File: src/rtl/aes_inv_key_expander.sv
// rtl/aes_inv_key_expander.sv - AES-128 backward key schedule from the round-10 key to round 0
// One round per clock; all 11 round keys are kept in a table read by round index.
module aes_inv_key_expander #(
  parameter int KEY_WIDTH  = 128,
  parameter int NUM_ROUNDS = 10
) (
  input  logic                 clk,
  input  logic                 resetn,
  input  logic                 start,
  input  logic [KEY_WIDTH-1:0] last_key,
  input  logic [3:0]           key_sel,
  output logic [KEY_WIDTH-1:0] round_key,
  output logic                 key_rdy,
  output logic                 busy,
  output logic                 gen_valid,
  output logic [KEY_WIDTH-1:0] gen_key,
  output logic [3:0]           gen_round
);

  localparam logic [3:0] LAST_RND = 4'(NUM_ROUNDS);

  // Forward S-box, row 0 in the most significant bits.
  localparam logic [2047:0] SBOX = {
    128'h637c777bf26b6fc53001672bfed7ab76, 128'hca82c97dfa5947f0add4a2af9ca472c0,
    128'hb7fd9326363ff7cc34a5e5f171d83115, 128'h04c723c31896059a071280e2eb27b275,
    128'h09832c1a1b6e5aa0523bd6b329e32f84, 128'h53d100ed20fcb15b6acbbe394a4c58cf,
    128'hd0efaafb434d338545f9027f503c9fa8, 128'h51a3408f929d38f5bcb6da2110fff3d2,
    128'hcd0c13ec5f974417c4a77e3d645d1973, 128'h60814fdc222a908846eeb814de5e0bdb,
    128'he0323a0a4906245cc2d3ac629195e479, 128'he7c8376d8dd54ea96c56f4ea657aae08,
    128'hba78252e1ca6b4c6e8dd741f4bbd8b8a, 128'h703eb5664803f60e613557b986c11d9e,
    128'he1f8981169d98e949b1e87e9ce5528df, 128'h8ca1890dbfe6426841992d0fb054bb16
  };

  typedef enum logic [1:0] {S_IDLE, S_GEN, S_DONE} state_t;

  state_t         r_state, w_next;
  logic [3:0]     r_rnd;
  logic [127:0]   r_cur;
  logic [127:0]   r_table [0:NUM_ROUNDS];
  logic           r_key_rdy, r_busy, r_gen_valid;
  logic [127:0]   r_gen_key;
  logic [3:0]     r_gen_round;

  logic [31:0]    w_a0, w_a1, w_a2, w_a3, w_b0, w_b1, w_b2, w_b3, w_rot, w_sub;
  logic [127:0]   w_prev;
  logic [3:0]     w_rnd_m1;
  logic           w_load, w_step;

  function automatic logic [7:0] sbox(input logic [7:0] x);
    logic [10:0] idx;
    idx = {~x, 3'b000};
    return SBOX[idx +: 8];
  endfunction

  function automatic logic [7:0] rcon(input logic [3:0] r);
    case (r)
      4'd1:    return 8'h01;
      4'd2:    return 8'h02;
      4'd3:    return 8'h04;
      4'd4:    return 8'h08;
      4'd5:    return 8'h10;
      4'd6:    return 8'h20;
      4'd7:    return 8'h40;
      4'd8:    return 8'h80;
      4'd9:    return 8'h1b;
      4'd10:   return 8'h36;
      default: return 8'h00;
    endcase
  endfunction

  assign {w_a0, w_a1, w_a2, w_a3} = r_cur;
  assign w_b3     = w_a3 ^ w_a2;
  assign w_b2     = w_a2 ^ w_a1;
  assign w_b1     = w_a1 ^ w_a0;
  assign w_rot    = {w_b3[23:0], w_b3[31:24]};
  assign w_sub    = {sbox(w_rot[31:24]), sbox(w_rot[23:16]), sbox(w_rot[15:8]), sbox(w_rot[7:0])};
  assign w_b0     = w_a0 ^ w_sub ^ {rcon(r_rnd), 24'h0};
  assign w_prev   = {w_b0, w_b1, w_b2, w_b3};
  assign w_rnd_m1 = r_rnd - 4'd1;

  // A start arriving mid-expansion is dropped so the table is never half overwritten.
  assign w_load = start && (r_state != S_GEN);
  assign w_step = (r_state == S_GEN);

  always_comb begin
    w_next = r_state;
    case (r_state)
      S_IDLE, S_DONE: if (start) w_next = S_GEN;
      S_GEN:          if (r_rnd == 4'd1) w_next = S_DONE;
      default:        w_next = S_IDLE;
    endcase
  end

  always_ff @(posedge clk or negedge resetn) begin
    if (!resetn) r_state <= S_IDLE;
    else         r_state <= w_next;
  end

  always_ff @(posedge clk or negedge resetn) begin
    if (!resetn) begin
      for (int i = 0; i <= NUM_ROUNDS; i++) r_table[i] <= '0;
      r_cur       <= '0;
      r_rnd       <= '0;
      r_key_rdy   <= 1'b0;
      r_busy      <= 1'b0;
      r_gen_valid <= 1'b0;
      r_gen_key   <= '0;
      r_gen_round <= '0;
    end else begin
      r_gen_valid <= 1'b0;
      if (w_load) begin
        r_table[LAST_RND] <= last_key;
        r_cur             <= last_key;
        r_rnd             <= LAST_RND;
        r_gen_valid       <= 1'b1;
        r_gen_key         <= last_key;
        r_gen_round       <= LAST_RND;
        r_key_rdy         <= 1'b0;
        r_busy            <= 1'b1;
      end else if (w_step) begin
        r_table[w_rnd_m1] <= w_prev;
        r_cur             <= w_prev;
        r_rnd             <= w_rnd_m1;
        r_gen_valid       <= 1'b1;
        r_gen_key         <= w_prev;
        r_gen_round       <= w_rnd_m1;
        if (r_rnd == 4'd1) begin
          r_key_rdy <= 1'b1;
          r_busy    <= 1'b0;
        end
      end
    end
  end

  assign round_key = (key_sel <= LAST_RND) ? r_table[key_sel] : '0;
  assign key_rdy   = r_key_rdy;
  assign busy      = r_busy;
  assign gen_valid = r_gen_valid;
  assign gen_key   = r_gen_key;
  assign gen_round = r_gen_round;

endmodule

File: config.mk
export PLATFORM = sky130hd
export DESIGN_NAME = aes_inv_key_expander
export DESIGN_NICKNAME = d
export VERILOG_FILES = /design/src/rtl/aes_inv_key_expander.sv
export SDC_FILE = /design/constraint.sdc
export NUM_CORES = 2
export LEC_CHECK = 0
export CAP_MARGIN = 10
export CORE_ASPECT_RATIO = 0.8
export CORE_UTILIZATION = 50
export CTS_CLUSTER_DIAMETER = 200
export DETAILED_ROUTE_END_ITERATION = 7
export HOLD_SLACK_MARGIN = 0.03
export PLACE_DENSITY = 0.68
export SYNTH_ARGS = -nofsm -noshare
export SYNTH_HDL_FRONTEND = slang
export SYNTH_SLANG_ARGS = --single-unit
File: constraint.sdc
create_clock -name clk -period 5.5 [get_ports clk]
set_input_delay 1.1 -clock clk [delete_from_list [all_inputs] [get_ports clk]]
set_output_delay 1.1 -clock clk [all_outputs]
set_load 0.05 [all_outputs]
# Word level (Yosys, flattened, before mapping)
# Memories as Yosys holds them, arrays and structs flattened.
# Index checks and enable logic that the tools add are counted.
# Widths: inputs -> output; s select.
[op_classes]
n_addsub = 1
order_cmp = 4
eq_ne = 6
shift = 4
muxes = 24
n_bitwise = 12
n_reduce_logical = 9
[ops]
columns = ["cell", "n"]
rows = [
  ["$shiftx 2048x12->8 const A", 4],
  ["$bwmux 1408", 1],
  ["$mux 128", 8],
  ["$bmux 128 s4", 1],
  ["$demux 128 s4", 1],
  ["$xor 32x32->32", 5],
  ["$not 8->8", 4],
  ["$ge 5x5->1 const B", 2],
  ["$not 4->5", 2],
  ["$mux 1", 8],
  ["$mux 4", 2],
  ["$reduce_and 2->1", 3],
  ["$lt 5x1->1 const B", 1],
  ["$eq 4x1->1 const B", 1],
  ["$le 4x4->1 const B", 1],
  ["$mux 2", 2],
  ["$ne 2x1->1 const B", 2],
  ["$pmux 2 s2", 1],
  ["$reduce_bool 2->1", 2],
  ["$sub 4x1->4 const B", 1],
  ["$eq 2x1->1 const B", 1],
  ["$eq 2x2->1 const B", 1],
  ["$logic_and 1x1->1", 2],
  ["$logic_not 2->1", 1],
  ["other kinds (3)", 3],
]
[word_totals]
reg_bits = 1545
romBits = 128
in_bits = 135
output_inout_bits = 263
elab_cells = 78
memories = 1
[mem_list]
columns = ["memory", "words", "width", "rd", "rd_clocked_by_memory_dff", "write_ports", "line", "rtl"]
rows = [
  ["(no name shown)", 16, 8, 1, 0, 0, "56", "case (r)"],
]

# Logic depth before layout (Yosys ltp)
[logic_depth]
word_depth = 9
mapped_depth = 17
depth_no_buf = 12

# Worst setup path after synthesis
# Ideal clock, no wire load.
[synth_path]
kind = "input-to-output"
start = "input port key_sel[0]"
end = "output port round_key[107]"
t_arrival_ns = 3.478
t_required_ns = 4.400
path_slack_ns = 0.922
stages = 7
cell_sequence = "clkbuf_1 > buf_1 > nor2b_1 > clkbuf_1 > clkbuf_1 > a21oi_1 > o22ai_1"
[synth_via]
elab_chain_cells = 5
[synth_rtl]
columns = ["item", "line", "rtl"]
rows = [
  ["from (decl)", "11", "input logic [3:0] key_sel,"],
  ["$not 4->5 (not written as such)", "135", "assign round_key = (key_sel <= LAST_RND) ? r_table[key_sel] : '0;"],
  ["$bmux 128 s4", "135", ""],
  ["$mux 128 (not written as such) (2 in a row)", "135", ""],
  ["$mux 128 *", "135", ""],
  ["to (decl)", "12", "output logic [KEY_WIDTH-1:0] round_key,"],
]
# Mark *: on every way between the ends. The rest lies on a longest branch, timed or not. The select of a mux whose other input is x is not followed.

==> results.md <==
- Buffers added on ports: 397
- Final setup TNS: 0 ns
- R2r worst-path depth: 15
- Vias: around 74000
- Final nets: ~9000
- Vias in the first global route: 69800
- R2R Setup Slk: 0.74 ns
- Detailed Route Iter0 Violations: 10700
- Seq/Total Area, Yosys: 47.2%
- First-pass GRT wire length: roughly 490000 µm
- Final Hold Viols: 0
- Number of synthesized flops with an enable pin: 0
- Gr ovfl total: 0
- Fraction of the mapped netlist area in simple logic gates: 13.1%
- Pre-CTS setup slack: ~0.90 ns
- Die Area: 165000 µm²
- TritonCTS clock tree: done
- Max-slew violations: 0
- Most frequent cells in the layout: 1661 x nand2_1, 1545 x dfrtp_1, 1512 x o21ai_0
- Reg2reg start: gen_key[24]
- Layout cell share with drive strength beyond 1: around 12%
- R2r endpoint: r_table[228]
- Largest family of logic cells by synthesized area: compound AO/OA/AOI/OAI gates
- Clock Pin Slew Worst Setup and Hold Paths: roughly 0.070 ns
- Post-synthesis xor/xnor area fraction: under 10%
- Status: completed
- Yosys warns: 0
- Post-Layout Cell Count: 11100
- Total CTS buffers: 157
- Layout fillers: 14000
- DRT antenna net count: 0
- Final worst path period need: 4.76 ns
- Cells after synthesis: 8877
- Worst Slack Setup Final: ~0.74 ns
- Boundary pin count: 398
- Setup CP Type: flip-flop to flip-flop
- DRC Markers: 0
- GR Util All Layers: 39.7%
- Leading cell type in the layout, fill and taps excluded: nand2_1
- Initial Utilization: 50.5%
- Synth Area in Compound Gates: 20.6%
- Gates resized, CTS repair: 0
- Syn Area/Cell: 9.23 µm²
- Final wirelength: 331000 µm
- CP max-delay cell: o311ai_0
- Worst Tran Pin Value: 1.26 ns
- Max stage delay on crit path: slightly below 0.8 ns
- CP Cell Sequence: xor2_1 > buf_4 > inv_1 > buf_4 > ha_1 > nor2_1 > o21ai_1 > o211ai_1 > and3_1 > o311ai_0 > buf_4 > nand2_1 > xor2_1 > buf_4 > o21ai_0
- # placed instances: between 10000 and 15000
- CP Max Fanout: 13
- CTS root buffer: clkbuf_16
- Initial antenna violation count: 44
- Asr flop ratio synth: 100%
- Unrepaired setup endpoints after global routing: false
- Hold crit path type: primary input to async pin
- Largest net degree at the start of global routing: 184
- Clk sinks: 1545
- Fmax: 210 MHz
- Die width: 454 µm
- Placeable Area: 162000 µm²
- Worst EP required: 6.21 ns
- Synth unique cells: 82
- CP startpoint kind: flip-flop
- Setup violations, final: 0
- Row Count: 132
- Area growth, synth to finish: 15.4%
- Max-cap violations: 0
- Wirelength per Cell: 29.7 µm
- Max_slew headroom: 15.4%
- Main synth FF type: dfrtp_1
- Die Ht: around 360 µm
- Mapped Area: 81900 µm²
- FF+latch count, synth: around 1500
- Synthesized Nets: 9074
- Max Clock Skew: 0.0772 ns
- Maximum clock path buffer count: 3
- Post-CTS Hold Fix Bufs: 0
- H-tree depth: 4
- Post-synthesis mux area share: 11.5%
- Setup repair bufs after CTS: 0
- CP endpoint kind: flip-flop
- Final GP Congestion: 1.05
- CP dominant cell by count: buf_4
- Clock Latency Late Sink: ~0.85 ns
- Adder-Cell Fraction of Synth Area: 0.947%
- Drt first pass iters: 8
- Post-DP HPWL: ~220000 µm
- DR vias/cell: about 6.6
- Data arrival time of the worst path: 5.48 ns
- Fin crit share: 86.6%
==> registers in the layout, summed over array words and instances (netlist names) <==
signal     flops
gen_round      4
busy           1
key_rdy        1
r_state        2
gen_valid      1
gen_key      128
r_table     1408
==> final cells by class <==
type                       count  area [µm²]  area share (%)
timing repair buffer         721        7550            7.99
tap                         2144        2680            2.84
clock buffer                 239        4710            4.98
sequential                  1545       38700            40.9
clock inverter                51         703           0.744
inverter                      32         120           0.127
multi-input combinational   6372       40000            42.3
antenna                       32        80.1          0.0847
==> stage by stage <==
stage          area, µm²  utilization (%)  hold WS (ns)
6_report           94500             58.3         0.147
5_1_grt            94500             58.3         0.167
4_1_cts            94400             58.2         0.157
3_5_place_dp       89000             54.9         0.465
3_3_place_gp       89000             54.9         0.456
2_1_floorplan      81900                -         0.445
==> critical path, delay by kind of cell (launching register included) <==
family | cells | cell delay (ns)
adder cells (fa/ha/maj) | 1 | 0.51
XOR/XNOR | 2 | 0.37
AND/OR/NAND/NOR | 3 | 0.56
AO/OA/AOI/OAI | 4 | 1.54
flip-flops | 1 | 0.46
buffers and inverters | 5 | 1.18
==> synthesized netlist by cell type (122+ instances only) <==
cell      number  area (µm²)
dfrtp_1     1545       38700
nor2_1       483        1810
xnor2_1      122        1070
o22ai_1      165        1030
nand3_1      125         626
nand2_1     1662        6240
a21oi_1      517        2590
a211oi_1     129         968
mux2i_1      312        3120
mux4_2       269        6060
clkbuf_1     689        2590
o21ai_0     1512        7570
==> how the worst max path moves through the flow <==
| stage | from | end | slack, ns | cells after the start |
|---|---|---|---|---|
| after detailed placement | key_sel[0] | round_key[2] | 0.90 | 6 |
| final | gen_key[24] | r_table[228] | 0.74 | 15 |
| after global placement | gen_key[24] | r_table[740] | 0.84 | 15 |
| after global routing | gen_key[9] | r_table[371] | 0.58 | 11 |
| after floorplan | key_sel[0] | round_key[107] | 0.92 | 7 |
| after CTS | key_sel[0] | round_key[108] | 0.90 | 7 |
==> per-layer routing <==
metal	global-route usage (%)	vias up	wire length, µm
met5	0.666	-	202
met4	24.0	10	22200
met3	10.2	911	37300
met2	54.5	4720	139000
met1	56.2	36800	133000
li1	-	31600	-
==> cell families (layout without fill, tap and decap cells) <==
logic type / count (synthesis) / count (layout)
flip-flops: 1545 / 1545
buffers and inverters: 960 / 1043
adder cells (fa/ha/maj): 62 / 62
AO/OA/AOI/OAI: 2921 / 2921
multiplexers: 602 / 602
other: 0 / 32
AND/OR/NAND/NOR: 2614 / 2614
XOR/XNOR: 173 / 173
Power is left out: the tool's default activity adds up to more than one toggle a clock period on the data nets, which glitch-free logic cannot reach.
